## src/rtl/ledg_pwm_driver_if.sv

```systemverilog
// Avalon-MM slave bus for the green-LED PWM/blink conditioner.
interface ledg_pwm_driver_if;
  logic [1:0]  address;
  logic        chipselect;
  logic        write_n;
  logic [31:0] writedata;
  logic [31:0] readdata;

  modport master (output address, chipselect, write_n, writedata, input readdata);
  modport slave  (input address, chipselect, write_n, writedata, output readdata);
endinterface

```

## src/rtl/ledg_pwm_driver.sv

```systemverilog
// Green-LED output conditioner: global PWM dimming plus optional per-LED blinking.
// Blink logic and its registers are built only when LEDG_BLINK_EN is defined.
module ledg_pwm_driver #(
  parameter int unsigned NUM_LEDS = 8,
  parameter int unsigned PRESCALE = 50,
  parameter int unsigned BLINK_W  = 16
) (
  input  logic                clk,
  input  logic                reset_n,
  input  logic [NUM_LEDS-1:0] led_pattern,
  ledg_pwm_driver_if.slave    avs,
  output logic [NUM_LEDS-1:0] led_out
);

  localparam int unsigned PS_W = (PRESCALE > 1) ? $clog2(PRESCALE) : 1;

  logic [PS_W-1:0]     ps_q, ps_d;
  logic [7:0]          pwm_cnt_q, pwm_cnt_d;
  logic [7:0]          duty_q, duty_d;
  logic [7:0]          duty_sh_q, duty_sh_d;
  logic                enable_q, enable_d;
  logic [NUM_LEDS-1:0] led_q, led_d;
  logic [NUM_LEDS-1:0] blank;
  logic                wr_en, tick, frame_end, pwm_on;
  logic                unused_wdata;

  assign wr_en        = avs.chipselect && !avs.write_n;
  assign unused_wdata = ^avs.writedata;

  // Shadow duty only moves on frame_end, so a mid-frame DUTY write cannot glitch the frame.
  always_comb begin
    tick      = (ps_q == PS_W'(PRESCALE - 1));
    frame_end = tick && (pwm_cnt_q == 8'hFF);
    ps_d      = tick ? '0 : ps_q + PS_W'(1);
    pwm_cnt_d = tick ? pwm_cnt_q + 8'd1 : pwm_cnt_q;
    duty_sh_d = frame_end ? duty_q : duty_sh_q;
    pwm_on    = (duty_sh_q == 8'hFF) || (pwm_cnt_q < duty_sh_q);
    enable_d  = enable_q;
    duty_d    = duty_q;
    if (wr_en && avs.address == 2'd0) enable_d = avs.writedata[0];
    if (wr_en && avs.address == 2'd1) duty_d   = avs.writedata[7:0];
    led_d = enable_q ? (led_pattern & {NUM_LEDS{pwm_on}} & ~blank) : '0;
  end

  always_ff @(posedge clk or negedge reset_n) begin
    if (!reset_n) begin
      ps_q      <= '0;
      pwm_cnt_q <= '0;
      duty_q    <= 8'hFF;
      duty_sh_q <= 8'hFF;
      enable_q  <= 1'b1;
      led_q     <= '0;
    end else begin
      ps_q      <= ps_d;
      pwm_cnt_q <= pwm_cnt_d;
      duty_q    <= duty_d;
      duty_sh_q <= duty_sh_d;
      enable_q  <= enable_d;
      led_q     <= led_d;
    end
  end

  assign led_out = led_q;

`ifdef LEDG_BLINK_EN
  logic [NUM_LEDS-1:0] mask_q, mask_d;
  logic [BLINK_W-1:0]  half_q, half_d;
  logic [BLINK_W-1:0]  blink_cnt_q, blink_cnt_d;
  logic                blink_ph_q, blink_ph_d;

  // A BLINK_HALF write restarts the blink cycle and wins over a coincident frame_end.
  always_comb begin
    mask_d      = mask_q;
    half_d      = half_q;
    blink_cnt_d = blink_cnt_q;
    blink_ph_d  = blink_ph_q;
    if (wr_en && avs.address == 2'd2) mask_d = avs.writedata[NUM_LEDS-1:0];
    if (wr_en && avs.address == 2'd3) begin
      half_d      = avs.writedata[BLINK_W-1:0];
      blink_cnt_d = '0;
      blink_ph_d  = 1'b1;
    end else if (half_q == '0) begin
      blink_cnt_d = '0;
      blink_ph_d  = 1'b1;
    end else if (frame_end) begin
      if (blink_cnt_q == half_q - BLINK_W'(1)) begin
        blink_cnt_d = '0;
        blink_ph_d  = ~blink_ph_q;
      end else begin
        blink_cnt_d = blink_cnt_q + BLINK_W'(1);
      end
    end
  end

  always_ff @(posedge clk or negedge reset_n) begin
    if (!reset_n) begin
      mask_q      <= '0;
      half_q      <= '0;
      blink_cnt_q <= '0;
      blink_ph_q  <= 1'b1;
    end else begin
      mask_q      <= mask_d;
      half_q      <= half_d;
      blink_cnt_q <= blink_cnt_d;
      blink_ph_q  <= blink_ph_d;
    end
  end

  assign blank = mask_q & {NUM_LEDS{~blink_ph_q}};

  always_comb begin
    avs.readdata = '0;
    case (avs.address)
      2'd0: avs.readdata = {31'd0, enable_q};
      2'd1: avs.readdata = {24'd0, duty_q};
      2'd2: avs.readdata = 32'(mask_q);
      2'd3: avs.readdata = 32'(half_q);
      default: avs.readdata = '0;
    endcase
  end
`else
  assign blank = '0;

  always_comb begin
    avs.readdata = '0;
    case (avs.address)
      2'd0: avs.readdata = {31'd0, enable_q};
      2'd1: avs.readdata = {24'd0, duty_q};
      default: avs.readdata = '0;
    endcase
  end
`endif

endmodule
```

## src/flat_wrapper.sv

```systemverilog
// flat-port wrapper written by rule: the top's interface ports become plain ports
module ledg_pwm_driver_flat 
#(
  parameter int unsigned NUM_LEDS = 8,
  parameter int unsigned PRESCALE = 50,
  parameter int unsigned BLINK_W  = 16
)
  (clk, reset_n, led_pattern, led_out, avs_address, avs_chipselect, avs_write_n, avs_writedata, avs_readdata);
  ledg_pwm_driver_if avs_i ();
  input  logic clk;
  input  logic reset_n;
  input  logic [NUM_LEDS-1:0] led_pattern;
  output logic [NUM_LEDS-1:0] led_out;
  input wire logic [$bits(avs_i.address)-1:0] avs_address;
  input wire logic [$bits(avs_i.chipselect)-1:0] avs_chipselect;
  input wire logic [$bits(avs_i.write_n)-1:0] avs_write_n;
  input wire logic [$bits(avs_i.writedata)-1:0] avs_writedata;
  output wire logic [$bits(avs_i.readdata)-1:0] avs_readdata;
  assign avs_i.address = avs_address;
  assign avs_i.chipselect = avs_chipselect;
  assign avs_i.write_n = avs_write_n;
  assign avs_i.writedata = avs_writedata;
  assign avs_readdata = avs_i.readdata;
  ledg_pwm_driver #(.NUM_LEDS(NUM_LEDS), .PRESCALE(PRESCALE), .BLINK_W(BLINK_W)) u_core (.clk(clk), .reset_n(reset_n), .led_pattern(led_pattern), .avs(avs_i), .led_out(led_out));
endmodule
```

## config.mk

```make
export PLATFORM = sky130hd
export DESIGN_NAME = ledg_pwm_driver_flat
export DESIGN_NICKNAME = d
export VERILOG_FILES = /design/src/rtl/ledg_pwm_driver_if.sv /design/src/rtl/ledg_pwm_driver.sv /design/src/flat_wrapper.sv
export SDC_FILE = /design/constraint.sdc
export NUM_CORES = 1
export LEC_CHECK = 0
export BUFFER_PORTS_ARGS = -buffer_cell sky130_fd_sc_hd__buf_2
export CAP_MARGIN = 20
export CORE_UTILIZATION = 39
export DETAILED_ROUTE_END_ITERATION = 10
export GPL_TIMING_DRIVEN = 1
export PLACE_DENSITY = 0.7
export SLEW_MARGIN = 15
export SYNTH_ARGS = -nofsm -noshare
export SYNTH_HDL_FRONTEND = slang
export SYNTH_SLANG_ARGS = --single-unit
```

## constraint.sdc

```tcl
create_clock -name clk -period 2.1 [get_ports clk]
set_input_delay 0.105 -clock clk [delete_from_list [all_inputs] [get_ports clk]]
set_output_delay 0.105 -clock clk [all_outputs]
set_load 0.005 [all_outputs]
```

==> flow_metrics.tcl <==
set metrics [dict create \
    cp_data_required_time_ns 2.25 \
    grtUsageMet3_pct 4.34 \
    fin_nets 273 \
    num_vias 1268 \
    cp-start-kind "flop" \
    worstMarginPinSlew_ns 0.829 \
    cp_slowest_cell "dfstp_2" \
    place.gp.congestion 0.770 \
    stdcell_count 285 \
    fmax_mhz 528 \
    drcViolationCount 0 \
    yosys.area.top_type "dfrtp_1" \
    synthFlopType "dfrtp_1" \
    die-area_um2 5490 \
    routedWlPerCell_um 10.8 \
    critPathBufInv 1 \
    clk_root_buffer_cell "clkbuf_8" \
    std_cell_rows 25 \
    power_w 0.00145 \
    use_met1_pct 16.1 \
    maxSlewHeadroom_pct 44.7 \
    placed_cells 276 \
    yosysWarnings 0 \
    final_antenna_net_count 0 \
    reg2reg_slack_ns 0.21 \
    cts_buffers 5 \
    grt.overflow.total 0 \
    power_density_nw_per_um2 627 \
    cts.sinks 39 \
    hp-class "input pin to flop" \
    grt_use_met2_pct 22.5 \
    min_period_over_period_pct 90.1 \
    finalSetupViolations 0 \
    synth.cell_area_um2 2030 \
    cts_buffer_depth 2 \
    die_y_um 74.1 \
    yosys-top-cells-count "24 x buf_4, 22 x dfrtp_1, 18 x mux2_2, 17 x dfstp_2, 12 x inv_1" \
    dr.first_iter.drc_count 34 \
    yosysUniqueCellTypes 34 \
    synth_edf_count 0 \
    io_pins 86 \
    cap_violations 0 \
    ys_ff_latch 39 \
    ir_worst_vdd_uv 410 \
    cp-end-kind "flop" \
    yosysMostFrequentCell "buf_4" \
    rsz0062_at_grt "false" \
    grt.total_usage_pct 13.5 \
    die_x_um 74.1 \
    syn_avg_cell_area_um2 11.8 \
    routed_via_density 4.45 \
    netlist_instances 172 \
    cts_resized 0 \
    period_minus_slack_ns 1.89 \
    async_flop_share_pct 100 \
    crit_family "compound AO/OA/AOI/OAI gates" \
    dp_hpwl_um 2340 \
    p_leak_nw 1.09 \
    portBuffers 37 \
    drive_above_1_share_pct 39.4 \
    cp.arrival_ns 2.04 \
    htreeDepth 2 \
    synth_top_area_share_pct 27.1 \
    ys_seq_area_share_pct 49.2 \
    outcome "finished, final reports clean" \
    num_antenna_cells 0 \
    grt_pass1_vias 1311 \
    grt_max_degree 40 \
    tns_ns 0 \
    antenna_found_initial 0 \
    clkTransAtPathRegs_ns 0.08 \
    worstPathCellList "inv_1 -> ha_1 -> a21o_1 -> nand2_1 -> a21oi_1 -> nor3b_1" \
    cts_tree "yes" \
    cts_setup_buffers 0 \
    final_max_slew_viol_count 0 \
    synth_area_leaders "dfrtp_1 27%, dfstp_2 22%, mux2_2 10%, buf_4 8.9%, ha_1 6.2%" \
    core_um2 4850 \
    syn2layout_area_growth_pct 13.9 \
    worstSkewPairLatency_ns 0.29 \
    max_stage_delay_ns 0.55 \
    drtPass1Iterations 4 \
    grt_pass1_wl_um 5550 \
    path_class "flop to flop" \
    grt.busiest_layer "met2" \
    finalHoldViolCount 0 \
    initial_core_util_pct 41.8 \
    wirelength_um 3060 \
    finalClockSkew_ns 0.00652 \
    critical_path.max_fanout 8 \
]
==> flip-flops by register name (all words and copies together) (netlist names) <==
signal,cells
u_core.pwm_cnt_q,8
u_core.enable_q,1
u_core.duty_q,8
u_core.duty_sh_q,8
u_core.led_out,8
u_core.ps_q,6
==> area by class of cell <==
class                      instances  area [um2]
multi-input combinational        118         882
inverter                          12        45.0
clock inverter                     2        12.5
fill                             471        2540
clock buffer                       6        72.6
sequential                        39         997
tap                               67        83.8
timing repair buffer              41         218
==> cell usage in the layout, fill, tap and decap left out, types with 6 or more instances in the layout <==
cell type	synthesis	final
nor3b_1	8	8
ha_1	10	10
inv_1	12	12
buf_2	2	37
conb_1	1	24
xnor2_1	6	6
and2_1	7	7
dfstp_2	17	17
dfrtp_1	22	22
mux2_2	18	18
nor2_1	9	9
==> metal layers <==
layer | vias up | share of wire, %
li1 | 622 | -
met1 | 592 | 46
met2 | 48 | 46
met3 | 6 | 6.5
met4 | 0 | 1.7
met5 | - | 0
==> stage by stage <==
stage | instance area (um2) | utilization [%] | worst slack [ns] | hold slack [ns]
floorplan | 2110 | - | 0.0796 | -0.191
global placement | 2220 | 45.7 | 0.216 | 0.262
detailed placement | 2220 | 45.7 | 0.167 | 0.260
CTS | 2310 | 47.7 | 0.160 | 0.0338
global route | 2310 | 47.7 | 0.0119 | 0.0304
finish | 2310 | 47.7 | 0.207 | 0.0408
==> cells by family (layout without fill, tap and decap cells) <==
family,after synthesis,count (layout),synth area share (%)
buffers and inverters,38,61,11.6
AND/OR/NAND/NOR,47,47,15.1
XOR/XNOR,10,10,4.32
flip-flops,39,39,49.2
other,1,24,0.185
adder cells (fa/ha/maj),10,10,6.17
multiplexers,19,19,10.5
AO/OA/AOI/OAI,8,8,2.96
==> repair_timing <==
| action | CTS | global route |
|---|---|---|
| hold buffers | 1 | 0 |
| endpoints found under the hold margin | 22 | 0 |
| setup endpoints to repair | 0 | 0 |
==> report_power, final <==
| group | internal [W] | total (W) | switching (W) |
|---|---|---|---|
| Sequential | 0.000818 | 0.000842 | 0.0000244 |
| Combinational | 0.0000653 | 0.000118 | 0.0000530 |
| Clock | 0.000232 | 0.000489 | 0.000257 |
==> final timing paths <==
path                                                 start                               to  depth (start not counted)
min reg2reg                       u_core.ps_q[0]$_DFF_PN0_         u_core.ps_q[0]$_DFF_PN0_                          1
max in group asynchronous                          reset_n  u_core.pwm_cnt_q[2]$_DFFE_PN0N_                          2
min                                       avs_writedata[1]     u_core.duty_q[1]$_DFFE_PN1P_                          2
max                        u_core.duty_sh_q[6]$_DFFE_PN1P_      u_core.led_out[3]$_DFF_PN0_                          6
min in group asynchronous                          reset_n      u_core.led_out[1]$_DFF_PN0_                          2
max reg2reg                u_core.duty_sh_q[6]$_DFFE_PN1P_      u_core.led_out[3]$_DFF_PN0_                          6
(Power assumes the default switching activity.)
